**src/rtl/cnn_layer_accel_row_fetch_ctrl.sv**
```systemverilog
// rtl/cnn_layer_accel_row_fetch_ctrl.sv - write-side row fetch sequencer for a CNN prefetch buffer
// Optional statistics outputs (stall_cycles, cncl_rows) are enabled by defining CNN_ROW_FETCH_STATS_EN.
module cnn_layer_accel_row_fetch_ctrl #(
  parameter int C_PIXEL_WIDTH  = 16,
  parameter int C_MAX_NUM_COLS = 512,
  parameter int C_CW           = $clog2(C_MAX_NUM_COLS)
) (
  input  logic                     clk,
  input  logic                     rst,
  input  logic                     job_start,
  input  logic [C_CW-1:0]          num_cols,
  input  logic [C_CW-1:0]          num_rows,
  input  logic                     job_abort,
  input  logic                     cncl_fetch_req,
  output logic                     fetch_req,
  output logic [C_CW-1:0]          fetch_row,
  input  logic                     fetch_ack,
  input  logic                     pix_valid,
  input  logic [C_PIXEL_WIDTH-1:0] pix_data,
  output logic                     pix_ready,
  output logic                     pfb_wr_en,
  output logic [C_PIXEL_WIDTH-1:0] pfb_din,
  input  logic                     pfb_row_consumed,
  output logic                     job_fetch_ack,
  output logic                     row_done,
  output logic                     job_done,
  input  logic                     job_complete_ack,
`ifdef CNN_ROW_FETCH_STATS_EN
  output logic [31:0]              stall_cycles,
  output logic [C_CW-1:0]          cncl_rows,
`endif
  output logic                     busy
);

  typedef enum logic [2:0] {
    ST_IDLE,
    ST_CHECK,
    ST_REQ,
    ST_XFER,
    ST_WAIT_PFB,
    ST_DONE
  } state_t;

  localparam logic [C_CW-1:0] ONE = C_CW'(1);

  state_t          state;
  logic [C_CW-1:0] row_cnt;
  logic [C_CW-1:0] col_cnt;
  logic [C_CW-1:0] num_cols_q;
  logic [C_CW-1:0] num_rows_q;
  logic            beat;

  // Handshake-level outputs decode the state register directly so they drop
  // the cycle the state changes (abort, async reset) without an extra flop stage.
  assign fetch_req = (state == ST_REQ);
  assign fetch_row = fetch_req ? row_cnt : '0;
  assign pix_ready = (state == ST_XFER);
  assign job_done  = (state == ST_DONE);
  assign busy      = (state != ST_IDLE);
  assign beat      = pix_ready && pix_valid;

  always_ff @(posedge clk or posedge rst) begin
    if (rst) begin
      state         <= ST_IDLE;
      row_cnt       <= '0;
      col_cnt       <= '0;
      num_cols_q    <= '0;
      num_rows_q    <= '0;
      pfb_wr_en     <= 1'b0;
      pfb_din       <= '0;
      job_fetch_ack <= 1'b0;
      row_done      <= 1'b0;
    end else begin
      job_fetch_ack <= 1'b0;
      row_done      <= 1'b0;
      pfb_wr_en     <= 1'b0;

      // An accepted pixel is always written, even in an abort cycle, since
      // upstream has already seen the handshake complete.
      if (beat) begin
        pfb_wr_en <= 1'b1;
        pfb_din   <= pix_data;
      end

      if (job_abort) begin
        state   <= ST_IDLE;
        col_cnt <= '0;
      end else begin
        case (state)
          ST_IDLE: begin
            if (job_start) begin
              num_cols_q    <= num_cols;
              num_rows_q    <= num_rows;
              row_cnt       <= '0;
              col_cnt       <= '0;
              job_fetch_ack <= 1'b1;
              state         <= (num_rows == '0 || num_cols == '0) ? ST_DONE : ST_CHECK;
            end
          end
          ST_CHECK: begin
            if (cncl_fetch_req) begin
              row_done <= 1'b1;
              state    <= ST_WAIT_PFB;
            end else begin
              state <= ST_REQ;
            end
          end
          ST_REQ: begin
            if (fetch_ack) state <= ST_XFER;
          end
          ST_XFER: begin
            if (pix_valid) begin
              if (col_cnt == num_cols_q - ONE) begin
                row_done <= 1'b1;
                col_cnt  <= '0;
                state    <= ST_WAIT_PFB;
              end else begin
                col_cnt <= col_cnt + ONE;
              end
            end
          end
          ST_WAIT_PFB: begin
            if (pfb_row_consumed) begin
              if (row_cnt == num_rows_q - ONE) begin
                state <= ST_DONE;
              end else begin
                row_cnt <= row_cnt + ONE;
                state   <= ST_CHECK;
              end
            end
          end
          ST_DONE: begin
            if (job_complete_ack) state <= ST_IDLE;
          end
          default: state <= ST_IDLE;
        endcase
      end
    end
  end

`ifdef CNN_ROW_FETCH_STATS_EN
  logic job_accept;
  assign job_accept = (state == ST_IDLE) && job_start && !job_abort;

  // Saturating counters; they only move in XFER/CHECK so they hold through DONE.
  always_ff @(posedge clk or posedge rst) begin
    if (rst) begin
      stall_cycles <= '0;
      cncl_rows    <= '0;
    end else if (job_accept) begin
      stall_cycles <= '0;
      cncl_rows    <= '0;
    end else if (!job_abort) begin
      if (state == ST_XFER && !pix_valid && stall_cycles != '1)
        stall_cycles <= stall_cycles + 32'd1;
      if (state == ST_CHECK && cncl_fetch_req && cncl_rows != '1)
        cncl_rows <= cncl_rows + ONE;
    end
  end
`endif

endmodule

```
**config.mk**
```make
export PLATFORM = sky130hd
export DESIGN_NAME = cnn_layer_accel_row_fetch_ctrl
export DESIGN_NICKNAME = d
export VERILOG_FILES = /design/src/rtl/cnn_layer_accel_row_fetch_ctrl.sv
export SDC_FILE = /design/constraint.sdc
export NUM_CORES = 1
export LEC_CHECK = 0
export ABC_CLOCK_PERIOD_IN_PS = 5900
export CAP_MARGIN = 15
export CORE_ASPECT_RATIO = 1.25
export CORE_UTILIZATION = 57
export CTS_BUF_LIST = sky130_fd_sc_hd__clkbuf_8
export DETAILED_ROUTE_END_ITERATION = 10
export PLACE_DENSITY_LB_ADDON = 0.1
export SYNTH_ARGS = -nofsm -noshare
export SYNTH_HDL_FRONTEND = slang
export SYNTH_SLANG_ARGS = --single-unit
```
**constraint.sdc**
```tcl
create_clock -name clk -period 5.9 [get_ports clk]
set_input_delay 0.885 -clock clk [delete_from_list [all_inputs] [get_ports clk]]
set_output_delay 0.885 -clock clk [all_outputs]
set_load 0.005 [all_outputs]
```
Yosys cells after proc, flatten, opt, wreduce, memory -nomap -nowiden. Index checks and enable logic that the tools add are counted.

Bits in registers: 58. Input bits: 43. Output and inout port bits: 32. Logic and storage cells: 71.

Add/sub/neg operators: 4. Equal/unequal tests: 16. Muxes and demuxes: 29. Bitwise logic cells: 1. Reductions and logical operators: 12.

Operator list (number): two-way mux 9 bit (7); one-hot mux 9 bit (2 select lines) (2); two-way mux 3 bit (10); adder 9 x 1 -> 9 bit (second input constant) (2); == test 9 bit (2); logical NOT 9 bit (2); one-hot mux 3 bit (6 select lines) (1); subtractor 9 x 1 -> 9 bit (second input constant) (2); != test 3 x 2 -> 1 bit (second input constant) (3); != test 3 bit (second input constant) (3); two-way mux 1 bit (8); == test 3 x 2 -> 1 bit (second input constant) (2); == test 3 bit (second input constant) (2); != test 2 bit (second input constant) (3); AND reduction 3 bit (2); AND reduction 6 bit (1); nonzero test 3 bit (2); AND reduction 5 bit (1); == test 3 x 1 -> 1 bit (second input constant) (1); logical NOT 3 bit (1); one-hot mux 1 bit (2 select lines) (1); nonzero test 2 bit (1); logical AND 1 bit (1); logical OR 1 bit (1); NOT 1 bit (1).

Depth between registers and ports, before layout.
Word-level depth: 6. Gate-level depth with buffers: 9. Gate-level depth less buffers: 8.

Least setup slack after synthesis. OpenSTA, ideal clock, no wires.

Path type: flip-flop to flip-flop. From: register num_rows_q[0]. To: register row_cnt[5]. Setup time: 0.079 ns. Arrival: 2.318 ns. Required time: 5.821 ns. Path slack: 3.502 ns. Stages on the path, launching flop included: 9. Buffers on the path: 0. Clock period less this slack: 2.398 ns. Path through: dfrtp_1 -> inv_1 -> ha_1 -> or4b_4 -> nor4_4 -> xnor2_1 -> a211oi_4 -> a2111oi_0 -> mux2i_1.

Longest elaborated chain between the ends: 4.

Ends and longest elaborated chain: start, declared (line 50) `logic [C_CW-1:0] num_rows_q;`; start signal, assigned (line 93) `num_rows_q <= num_rows;`; subtractor 9 x 1 -> 9 bit (line 124) `if (row_cnt == num_rows_q - ONE) begin`; == test 9 bit (line 124); != test 2 bit (no source line); AND reduction 5 bit (no source line); end signal, assigned (line 127) `row_cnt <= row_cnt + ONE;`; end, declared (line 47) `logic [C_CW-1:0] row_cnt;`.

Every way passes these cells. A chain may end at the register's enable or synchronous reset.

Worst setup path in the final report.
From: register state[2]. To: output fetch_row[8].

Longest elaborated chain between the ends: 2.

Ends and longest elaborated chain: start, declared (line 46) `state_t state;`; start signal, assigned (line 97) `state <= (num_rows == '0 || num_cols == '0) ? ST_DONE : ST_CHECK;`; == test 3 x 2 -> 1 bit (line 55) `assign fetch_req = (state == ST_REQ);`; two-way mux 9 bit (line 56) `assign fetch_row = fetch_req ? row_cnt : '0;`; end, declared (line 16) `output logic [C_CW-1:0] fetch_row,`.

Every way passes these cells.

==> results.sh <==
export IMPL_synth_compound_area_frac=0.1111
export IMPL_die_area_um2=6283
export IMPL_post_route_min_period_ns=3.236
export IMPL_p_sw_mw=0.6009
export IMPL_drv_slew=0
export IMPL_critPathRequiredTime_ns=5.02
export IMPL_place_congestion=0.8282
export IMPL_end_kind="output pin"
export IMPL_cts_buffer_depth=2
export IMPL_crit_chain="nor3_1, and2_1, clkdlybuf4s50_1"
export IMPL_ys_ff_latch=58
export IMPL_mostFrequentLayoutCell="clkdlybuf4s50_1"
export IMPL_detailedPlace_worstSlack_ns=2.991
export IMPL_grt_setup_unrepaired="false"
export IMPL_via_per_inst=5.910
export IMPL_finClkSkew_ns=0.01137
export IMPL_dp_hpwl_um=5502
export IMPL_detail_route_antenna_nets=0
export IMPL_drcViolationCount=4
export IMPL_nFillCells=409
export IMPL_p_per_area_nw_per_um2=401.5
export IMPL_start_kind="flip-flop"
export IMPL_power_leakage_nw=1.818
export IMPL_pin_count=75
export IMPL_syn_inst=338
export IMPL_initial_core_util=0.5887
export IMPL_syn2layout_area_growth_pct=29.42
export IMPL_synth_edff_count=0
export IMPL_ctsResizeCount=0
export IMPL_internal_power_mw=1.167
export IMPL_finalHoldViolCount=0
export IMPL_drive_gt1_frac=0.1550
export IMPL_insertion_delay_ns=0.34
export IMPL_synth_xor_xnor_area_share=0.05921
export IMPL_grt_start_max_net_pins=59
export IMPL_finalPower_mw=1.768
export IMPL_syn_nets=385
export IMPL_fin_ws_ns=2.664
export IMPL_p_clk_frac=0.236
export IMPL_setup_violations_final=0
export IMPL_ctsHoldBuffers=0
export IMPL_synth_seq_area_share=0.4266
export IMPL_violations="DRC"
export IMPL_clock_sinks=58
export IMPL_cts_buffers=9
export IMPL_path_max_fanout=16
export IMPL_synthAdderAreaFrac=0.01471
export IMPL_port_buffers=74
export IMPL_layout_nets=455
export IMPL_relSlewSlack=0.3152
export IMPL_worstHoldPathType="flip-flop to flip-flop"
export IMPL_pwr_share_seq=0.392
export IMPL_final_cell_mix="clkdlybuf4s50_1, dfrtp_1, mux2_2"
export IMPL_syn_area_per_cell_um2=10.07
export IMPL_postCtsSetupRepairBufs=0
export IMPL_synthSimpleGateAreaFrac=0.2060
export IMPL_route_vias_total=2831
export IMPL_cts_tree="yes"
export IMPL_antenna_found_initial=0
export IMPL_setup_tns_ns=0
export IMPL_firstDrtPassIters=8
export IMPL_clk_pin_slew_ns=0.07
export IMPL_status="finished, violations left"
export IMPL_slowest_stage="nor3_1"
export IMPL_synth_top_family_by_area="simple AND/OR/NAND/NOR gates"
export IMPL_synth_main_ff_cell="dfrtp_1"
export IMPL_criticalPathCategory="flip-flop to output pin"
export IMPL_htreeDepth=3
export IMPL_wire_per_inst_um=15.85
export IMPL_async_flop_share=1.000
export IMPL_drt_initial_drc_count=219
export IMPL_max_slew_worst_pin_slew_ns=1.018
export IMPL_row_count=31
export IMPL_final_seq_area_um2=1451
export IMPL_max_stage_delay_ns=0.75
export IMPL_cts_root_buffer="clkbuf_8"
export IMPL_track_usage=0.2619
export IMPL_antenna_cells=0
export IMPL_crit_arrival_ns=2.35
export IMPL_routed_wl_um=7594
export IMPL_multi_input_area_um2=1826
export IMPL_grt_overflow_total=0
export IMPL_ys_warn_count=0
export IMPL_fin_crit_sh=0.5485
export IMPL_syn_area_um2=3402
export IMPL_grt_pass1_wl_um=12440
export IMPL_swShare=0.3399
export IMPL_grt_pass1_vias=2665
export IMPL_die_y_um=88.38
export IMPL_ir_drop_uv=278.2
export IMPL_comb_power_share=0.373
export IMPL_die_w_um=71.10
export IMPL_coreArea_um2=5779
export IMPL_drv_cap=0
export IMPL_clock_fmax_ghz=0.3090
export IMPL_synth_mux_area_frac=0.1456
export IMPL_yosysUniqueCellTypes=56
## routing by layer
layer  global-route usage  vias to the layer above  wire length (um)
li1                     -                     1364                 -
met1               0.3099                     1365              3040
met2               0.4449                       89              4073
met3              0.06378                       13               325
met4               0.1400                        0               155
met5                    0                        -                 0
## logic make-up after synthesis
logic type,after synthesis
xor gates and xnor gates,23
buffers and inverters,33
adders and majority gates,4
muxes,45
and+or+nand+nor,125
AOI/OAI and AO/OA,50
DFF,58
## final cells by class
| cell class | instances | area share |
|---|---|---|
| well taps | 66 | 0.01876 |
| clock inverters | 6 | 0.02046 |
| multi-input cells | 247 | 0.4146 |
| inverters | 16 | 0.01364 |
| clock buffers | 10 | 0.03126 |
| repair buffers | 76 | 0.1716 |
| flip-flops and latches | 58 | 0.3296 |
## per-stage QoR
stage	instances	hold WS, ns	utilization	instance area, um2
finish	479	0.5088	0.7619	4403
detailed placement	463	0.4943	0.7225	4175
floorplan	338	0.5009	-	3402
global placement	463	0.4868	0.7225	4175
global route	479	0.5203	0.7619	4403
CTS	479	0.5122	0.7619	4403
## cells in the mapped netlist (all sizes together), types with 11 or more instances
master	number	area (um2)
inv	16	60.06
nor2	17	63.81
mux2	36	405.4
xnor2	11	96.34
nor3	11	55.05
and2	11	68.82
nand3	11	55.05
xor2	12	105.1
clkbuf	14	52.55
dfrtp	58	1451
nand2	22	82.58
## worst paths after layout
| path | slack, ns | start | to | depth (start not counted) |
|---|---|---|---|---|
| worst min register to register | 0.51 | pfb_din[6]$_DFFE_PP0P_ | pfb_din[6]$_DFFE_PP0P_ | 1 |
| worst min-delay path | 0.51 | pfb_din[6]$_DFFE_PP0P_ | pfb_din[6]$_DFFE_PP0P_ | 1 |
| min in group asynchronous | 1.06 | rst | pfb_din[1]$_DFFE_PP0P_ | 3 |
| max in group asynchronous | 4.32 | rst | num_cols_q[2]$_DFFE_PP0P_ | 3 |
| worst max-delay path | 2.66 | state[2]$_DFFE_PP0P_ | fetch_row[8] | 3 |
| worst max register to register | 3.19 | num_rows_q[0]$_DFFE_PP0P_ | row_cnt[7]$_DFFE_PP0P_ | 8 |
## sequential cells by signal, summed over array words and instances, names as in the netlist
name           flops
row_done           1
col_cnt            9
job_fetch_ack      1
state              3
row_cnt            9
num_rows_q         9
pfb_din           16
num_cols_q         9
pfb_wr_en          1
## critical path, delay by kind of cell, from the launching register on
family,cells,cell delay [ns]
buffers and inverters,1,0.49
and+or+nand+nor,2,0.97
DFF,1,0.55
## power by group through the flow
stage / registers (mW) / logic [mW] / clock network [mW]
after floorplan: 0.648 / 0.437 / 0
after global placement: 0.687 / 0.639 / 0
after detailed placement: 0.696 / 0.657 / 0
after CTS: 0.690 / 0.663 / 0.424
after global routing: 0.714 / 0.725 / 0.444
final: 0.692 / 0.659 / 0.416
(Power assumes the default switching activity.)
